**src/rtl/bit_stream_serializer.sv**
```systemverilog
// Parallel-to-serial feeder: one-word holding buffer, MSB-first shifter, optional idle gap per word.
// Define SER_PARITY_EN to append an even-parity bit after each word's data bits.
module bit_stream_serializer #(
    parameter int WIDTH    = 5,
    parameter int GAP      = 0,
    parameter bit IDLE_LVL = 1'b0
) (
    input  logic             CLK,
    input  logic             RST_N,
    input  logic [WIDTH-1:0] DIN,
    input  logic             DIN_VALID,
    output logic             DIN_READY,
    output logic             OUT,
    output logic             OUT_VALID,
    output logic             WORD_DONE,
    output logic             BUSY
);

    localparam int CNT_W = $clog2(WIDTH + 1);
`ifdef SER_PARITY_EN
    localparam int BITS = WIDTH + 1;
    localparam logic [CNT_W-1:0] PAR_IDX = CNT_W'(WIDTH);
`else
    localparam int BITS = WIDTH;
`endif
    localparam logic [CNT_W-1:0] LAST_IDX = CNT_W'(BITS - 1);
    localparam logic [CNT_W-1:0] CNT_ONE  = CNT_W'(1);
    localparam logic [3:0]       GAP_LAST = 4'((GAP > 0) ? GAP - 1 : 0);

    typedef enum logic [1:0] {
        S_IDLE  = 2'd0,
        S_SHIFT = 2'd1,
        S_GAP   = 2'd2
    } state_t;

    state_t             state_q, state_d;
    logic [WIDTH-1:0]   hold_p0;
    logic               hold_full_p0;
    logic [WIDTH-1:0]   shift_p1, shift_d;
    logic [CNT_W-1:0]   cnt_p1, cnt_d, cnt_inc;
    logic [3:0]         gcnt_p1, gcnt_d;
    logic               out_p1, out_d;
    logic               vld_p1, vld_d;
    logic               done_p1, done_d;
    logic               accept, load, word_end, gap_end;
`ifdef SER_PARITY_EN
    logic               par_p1, par_d;

    function automatic logic even_parity(input logic [WIDTH-1:0] w);
        return ^w;
    endfunction
`endif

    assign accept   = DIN_VALID && DIN_READY;
    // cnt_p1 is the index of the bit currently on OUT
    assign word_end = (state_q == S_SHIFT) && (cnt_p1 == LAST_IDX);
    assign gap_end  = (state_q == S_GAP) && (gcnt_p1 == GAP_LAST);

    // ---- stage p0: holding buffer ----
    always_ff @(posedge CLK) begin
        if (!RST_N) hold_full_p0 <= 1'b0;
        else        hold_full_p0 <= (hold_full_p0 && !load) || accept;
    end

    always_ff @(posedge CLK) begin
        if (accept) hold_p0 <= DIN;
    end

    always_ff @(posedge CLK) begin
        if (!RST_N) state_q <= S_IDLE;
        else        state_q <= state_d;
    end

    always_comb begin
        state_d = state_q;
        load    = 1'b0;
        case (state_q)
            S_IDLE: begin
                if (hold_full_p0) begin
                    load    = 1'b1;
                    state_d = S_SHIFT;
                end
            end
            S_SHIFT, S_GAP: begin
                if (word_end && (GAP > 0)) begin
                    state_d = S_GAP;
                end else if (word_end || gap_end) begin
                    if (hold_full_p0) begin
                        load    = 1'b1;
                        state_d = S_SHIFT;
                    end else begin
                        state_d = S_IDLE;
                    end
                end
            end
            default: state_d = S_IDLE;
        endcase
    end

    always_comb begin
        shift_d = shift_p1;
        cnt_d   = cnt_p1;
        cnt_inc = cnt_p1 + CNT_ONE;
        gcnt_d  = '0;
        out_d   = IDLE_LVL;
        vld_d   = 1'b0;
        done_d  = 1'b0;
`ifdef SER_PARITY_EN
        par_d   = par_p1;
`endif
        if (load) begin
            out_d   = hold_p0[WIDTH-1];
            shift_d = hold_p0 << 1;
            cnt_d   = '0;
            vld_d   = 1'b1;
`ifdef SER_PARITY_EN
            par_d   = even_parity(hold_p0);
`endif
        end else if ((state_q == S_SHIFT) && !word_end) begin
            out_d   = shift_p1[WIDTH-1];
`ifdef SER_PARITY_EN
            if (cnt_inc == PAR_IDX) out_d = par_p1;
`endif
            shift_d = shift_p1 << 1;
            cnt_d   = cnt_inc;
            vld_d   = 1'b1;
            done_d  = (cnt_inc == LAST_IDX);
        end else if ((state_q == S_GAP) && !gap_end) begin
            gcnt_d  = gcnt_p1 + 4'd1;
        end
    end

    // ---- stage p1: shifter and registered serial outputs ----
    always_ff @(posedge CLK) begin
        if (!RST_N) begin
            shift_p1 <= '0;
            cnt_p1   <= '0;
            gcnt_p1  <= '0;
            out_p1   <= IDLE_LVL;
            vld_p1   <= 1'b0;
            done_p1  <= 1'b0;
        end else begin
            shift_p1 <= shift_d;
            cnt_p1   <= cnt_d;
            gcnt_p1  <= gcnt_d;
            out_p1   <= out_d;
            vld_p1   <= vld_d;
            done_p1  <= done_d;
        end
    end

`ifdef SER_PARITY_EN
    always_ff @(posedge CLK) begin
        par_p1 <= par_d;
    end
`endif

    assign DIN_READY = !hold_full_p0 && RST_N;
    assign OUT       = out_p1;
    assign OUT_VALID = vld_p1;
    assign WORD_DONE = done_p1;
    assign BUSY      = (state_q != S_IDLE) || hold_full_p0;

endmodule
```
**config.mk**
```make
export PLATFORM = sky130hd
export DESIGN_NAME = bit_stream_serializer
export DESIGN_NICKNAME = d
export VERILOG_FILES = /design/src/rtl/bit_stream_serializer.sv
export SDC_FILE = /design/constraint.sdc
export NUM_CORES = 1
export LEC_CHECK = 0
export BUFFER_PORTS_ARGS = -buffer_cell sky130_fd_sc_hd__buf_2
export CAP_MARGIN = 30
export CORE_MARGIN = 2
export CORE_UTILIZATION = 46
export CTS_CLUSTER_SIZE = 8
export DETAILED_ROUTE_END_ITERATION = 6
export GPL_ROUTABILITY_DRIVEN = 0
export GPL_TIMING_DRIVEN = 0
export PLACE_DENSITY = 0.82
export REMOVE_ABC_BUFFERS = 1
export SETUP_SLACK_MARGIN = 0.3
export SYNTH_ARGS = -nofsm -noshare
export SYNTH_HDL_FRONTEND = slang
export SYNTH_SLANG_ARGS = --single-unit
```
**constraint.sdc**
```tcl
create_clock -name CLK -period 1.3 [get_ports CLK]
set_input_delay 0.13 -clock CLK [delete_from_list [all_inputs] [get_ports CLK]]
set_output_delay 0.13 -clock CLK [all_outputs]
set_load 0.02 [all_outputs]
```
# [Word-level counts from Yosys, hierarchy flattened]
# Index checks and enable logic that the tools add are counted.
[word_totals] in_bits=8 elab_cells=56 regBits=22 output_inout_bits=5
[classes] n_eq_ne=6 n_mux=13 n_bitwise=3 addsub=2 reduce_logical=23
[op_table] op="5-bit 2-to-1 mux" count=2
[op_table] op="1-bit logical AND" count=7
[op_table] op="1-bit 2-to-1 mux" count=7
[op_table] op="3-bit == test, second input constant" count=2
[op_table] op="4-bit by 1-bit adder with 4-bit output, second input constant" count=1
[op_table] op="1-bit zero test" count=4
[op_table] op="4-bit zero test" count=1
[op_table] op="2-bit 2-to-1 mux" count=2
[op_table] op="2-bit != test, second input constant" count=2
[op_table] op="2-bit one-hot mux with 2 select lines" count=1
[op_table] op="2-bit nonzero test" count=2
[op_table] op="2-bit OR reduction" count=2
[op_table] op="4-bit OR reduction" count=1
[op_table] op="3-bit by 1-bit adder with 3-bit output, second input constant" count=1
[op_table] op="1-bit logical OR" count=3
[op_table] op="1-bit NOT" count=3
[op_table] op="3-bit OR reduction" count=1
[op_table] op="2-bit by 1-bit == test with 1-bit output, second input constant" count=1
[op_table] op="2-bit == test, second input constant" count=1
[op_table] op="2-bit zero test" count=1
[op_table] op="1-bit one-hot mux with 2 select lines" count=1
[op_table] op="2-bit AND reduction" count=1

# [Depth between registers and ports, before layout]
[logic_depth] depth_word=8 depth_mapped=6 ltp_nobuf=5

# [Least setup slack after synthesis]
# No wires, ideal clock.
[synth_path] path_kind="register -> register" startpoint="register cnt_p1[0]" endpoint="register shift_p1[2]" path_stages_with_launch=6 t_arrival_ns=1.170 setup_slack_ns=0.014 t_required_ns=1.184 n_path_buf=1 setup_ns=0.116 period_less_slack_ns=1.286 cell_sequence="dfxtp_1 -> inv_1 -> ha_1 -> a21bo_2 -> buf_4 -> o211a_1"
[synth_via] elab_chain_cells=6 word_cells_on_any_way=9 classes_between="eq/ne (1); mux (3); reduce/logical (5)"
[synth_rtl] item="from (decl)" line_no="40" text="logic [CNT_W-1:0] cnt_p1, cnt_d, cnt_inc;"
[synth_rtl] item="from (signal assigned)" line_no="144" text="cnt_p1 <= cnt_d;"
[synth_rtl] item="3-bit == test *" line_no="56" text="assign word_end = (state_q == S_SHIFT) && (cnt_p1 == LAST_IDX);"
[synth_rtl] item="1-bit logical AND *" line_no="56"
[synth_rtl] item="1-bit logical OR" line_no="87" text="end else if (word_end || gap_end) begin"
[synth_rtl] item="1-bit 2-to-1 mux" line_no="87"
[synth_rtl] item="1-bit one-hot mux with 2 select lines" line_no="77" text="case (state_q)"
[synth_rtl] item="5-bit 2-to-1 mux / 2-bit nonzero test (equally long branches)"
[synth_rtl] item="to (signal assigned)" line_no="143" text="shift_p1 <= shift_d;"
[synth_rtl] item="to (decl)" line_no="39" text="logic [WIDTH-1:0] shift_p1, shift_d;"
# Every way passes the cells marked *; elsewhere a longest branch is shown, timed or not.
# A chain may end at the register's enable or synchronous reset.

# [Worst setup path in the final report]
[layout_path] startpoint="register cnt_p1[0]" endpoint="register cnt_p1[0]"
[layout_via] word_cells_on_any_way=9 classes_between="add/sub (1); eq/ne (1); mux (2); reduce/logical (5)"
[layout_lines] item="3-bit by 1-bit adder with 3-bit output" line_no="103" text="cnt_inc = cnt_p1 + CNT_ONE;"
[layout_lines] item="named net cnt_inc[0]" line_no="40"
# The timed path passes the listed nets, and every way through them passes these cells.

==> results list <==
- Highest clock rate: a little over 0.8 GHz
- Clock skew on the completed layout was measured at between 0.008 and 0.009 ns.
- For this design, the sink count on the clock tree is 17.
* Worst Max-Slew Pin Slew: roughly 0.26 ns
- Yosys printed 0 warnings.
* Synth Instances: between 60 and 70
* Routed wire length: between 1000 and 1500 um
- Among cell families on the critical path, the largest total delay comes from compound AO/OA/AOI/OAI gates.
- In this run the mean area of a mapped cell was about 12 um^2.
- Buffers from clock root to sink, at most: 2
* Result of the run: complete, no violations
- FF-to-FF setup slack: roughly 0.086 ns
* Count of cells along the worst register-to-register path: 5
- Final worst path period need: between 1 and 1.5 ns
- Together, buffers and inverters on the worst path number 1.
* Peak ir drop on the vdd network: around 0.77 mV
* Final Hold Violating Endpoints: 0
* Relative contribution of sequential cells to total power: 0.548
* Total die area: approximately 0.0019 mm^2
* Vias after detailed routing: 555
- In the finished design, the share of the clock period the worst path needs comes to 0.934.
- The pre-antenna-repair detailed-routing pass consisted of 4 iterations.
- Post-synthesis to final-layout area growth: 47.0%
- Adding up every negative setup slack in the final design gives 0 ns.
- The worst setup path is captured at a flip-flop.
- Total of max-cap violations: 0
- Clock H-tree levels: 1
* Via/cell ratio: 5.29
- In this run the critical register-to-register path is launched from cnt_p1[0].
- CTS Buf Count: 3
- Worst hold stages: 3
* Vias in the first global route: around 520
- Largest driver fanout on the critical path: 8
* Setup crit start kind: flip-flop
- Critical path data required time: 1.49 ns
- The worst hold path terminates at hold_full_p0.
- In this run the worst hold path is classified as in2reg.
* I/O pins: 13
* Antenna-violating nets left: 0
* Clock slew at reported path FFs: ~0.090 ns
- Final setup viols: 0
* Flop and latch count out of synthesis: 17
* Internal power: 814 uW
* Proportion of power drawn by combinational gates: 0.194
* Hold path startpoint: DIN_VALID
- The initial utilization of the core area, before any placement, comes to 0.478.
* DRC violation count after routing: 0
- Pin count of the biggest net entering global routing: 14
* Placed wire-length estimate after detailed placement: a little over 700 um
* Slowest stage delay, CP: 0.35 ns
- Global-route wire length before repair: 2220 um
- Fraction of layout instances using a drive strength above 1: 0.472
- In this run the tightest slew margin relative to its limit is 0.823.
- Across every metal layer, demand over resource in global routing totals 0.176.
- Area of the core region: approximately 0.0015 mm^2
* Number of DRC violations after detailed-routing iteration 0: 9
- Average detailed-routed wire length per instance: approximately 14 um
- At the worst endpoint, the arrival time is roughly 1.4 ns.
- Of the total power, the share spent switching nets is 0.250.
* Switching power: about 270 uW
- Y dimension of the die: approximately 43 um
- The total overflow left after global routing is 0.
* Reg2Reg Capture Point: cnt_p1[0]
- Clock tree synthesis selected as its root buffer the cell clkbuf_4.
- CP Class: reg2reg
- The initial antenna violation count is 0.
- Buffers placed on the I/O ports in this run total 12.
- Critical path's slowest cell: dfxtp_2
- DIE WIDTH: approximately 43 um
- Yosys mapped the design onto 27 distinct sky130hd cell types.
- PwrDens: roughly 1100 mW/mm^2
- Mapped Area: 703 um^2
- TritonCTS built the clock tree.
- Number of antenna repair diodes: 0
- The initialized floorplan defines 14 standard-cell rows.
- Fraction of power consumed by the clock network: 0.258
- After the last flow step, the layout net total stands at between 100 and 150.
* Minimum hold slack: 0.126 ns
- CP Cell Sequence: inv_2 > ha_4 > a21boi_4 > nor3_2 > o21a_1
* Source-to-sink clock delay at the later pin of the worst-skew pair: around 0.29 ns
- Summed over all cells, the static leakage comes to around 0.47 nW.
- Of the synthesized area, sequential elements account for 0.555.
* Final-report max-slew violation count: 0
- Setup repair after global routing missed its margin: yes
logic make-up after synthesis:
kind of cell,after synthesis,share of synthesized area
xor+xnor,1,0.0125
mux,5,0.0730
compound gates,11,0.137
flops,17,0.555
fa+ha+maj,3,0.0534
simple gates,19,0.135
buf+inv,5,0.0338
synthesized netlist by cell type:
library cell	count	area share
dfxtp_1	12	0.34
nand2_1	7	0.037
edfxtp_1	5	0.21
mux2i_1	4	0.057
ha_1	3	0.053
o211a_1	3	0.043
o21a_1	3	0.032
a21boi_0	2	0.021
inv_1	2	0.011
nor2_1	2	0.011
nor2b_1	2	0.018
a21bo_2	1	0.014
a21boi_1	1	0.011
a21boi_2	1	0.016
and2_1	1	0.0089
and3_1	1	0.0089
buf_2	1	0.0071
buf_4	1	0.011
clkbuf_1	1	0.0053
mux2_2	1	0.016
nand2b_1	1	0.0089
nand3_1	1	0.0071
nand3b_1	1	0.011
nor3_1	1	0.0071
or2_2	1	0.0089
or3_1	1	0.0089
xor2_1	1	0.012
power groups by stage:
stage	clock (mW)	combinational, mW	sequential, mW
floorplan	0	0.0741	0.608
global placement	0	0.108	0.606
detailed placement	0	0.113	0.608
CTS	0.289	0.171	0.590
global route	0.310	0.225	0.597
finish	0.280	0.211	0.594
worst register-to-register path, stage by stage, from the launching register on:
cell and delay, ns:
dfxtp_2 0.35, inv_2 0.06, ha_4 0.18, a21boi_4 0.27
nor3_2 0.09, o21a_1 0.17
per-stage QoR:
| step | total power [mW] | area (um^2) | util | std cells | setup WS (ns) |
|---|---|---|---|---|---|
| global placement | 0.714 | 767 | 0.521 | 86 | -0.0581 |
| global route | 1.13 | 1030 | 0.702 | 105 | 0.0246 |
| detailed placement | 0.721 | 767 | 0.521 | 86 | -0.0913 |
| floorplan | 0.682 | 687 | - | 58 | -0.0842 |
| CTS | 1.05 | 931 | 0.633 | 100 | 0.150 |
| finish | 1.09 | 1030 | 0.702 | 105 | 0.0858 |
metal layers:
layer / up-vias / wire length (um) / global-route usage
met5: - / 0 / 0
met4: 0 / 76 / 0.182
met3: 9 / 53 / 0.0426
met2: 17 / 796 / 0.299
met1: 263 / 565 / 0.163
li1: 266 / - / -
registers in the layout (all words and copies together), names as in the netlist:
register      flops
hold_p0           5
shift_p1          4
cnt_p1            3
OUT               1
OUT_VALID         1
WORD_DONE         1
hold_full_p0      1
state_q           1
worst max-delay path by stage:
| stage | start | to | slack (ns) | cells after the start |
|---|---|---|---|---|
| 2_1_floorplan | hold_full_p0 | hold_p0[0] | -0.08 | 2 |
| 4_1_cts | hold_full_p0 | BUSY | 0.15 | 2 |
| 5_1_grt | cnt_p1[0] | cnt_p1[0] | 0.02 | 5 |
| 3_3_place_gp | cnt_p1[0] | cnt_p1[0] | -0.06 | 5 |
| 3_5_place_dp | cnt_p1[0] | cnt_p1[0] | -0.09 | 5 |
| 6_report | cnt_p1[0] | cnt_p1[0] | 0.09 | 5 |
layout by cell type (no fill, tap or decap), drive strengths merged, types with 2 or more instances in the layout:
cell type and instances:
a21boi 4, buf 21, clkbuf 4, dfxtp 12
dlygate4sd3 5, edfxtp 5, ha 3, inv 2
mux2i 4, nand2 7, nor2 2, nor2b 2
o211a 3, o21a 3
repair_timing:
item	CTS	global route
setup endpoints to repair	19	19
pin swaps	7	8
hold buffers	4	1
buffers inserted	6	3
gates cloned	0	1
hold endpoints to repair	4	1
resized for setup	20	10
final cells by class:
type / instances / area, um^2
Clock buffer: 3 / 22.5
Clock inverter: 1 / 5.00
Fill cell: 107 / 438
Inverter: 2 / 7.51
Multi-Input combinational cell: 39 / 354
Sequential cell: 17 / 398
Tap cell: 16 / 20.0
Timing Repair Buffer: 27 / 226
No activity file was read; power rests on OpenSTA's default activity.
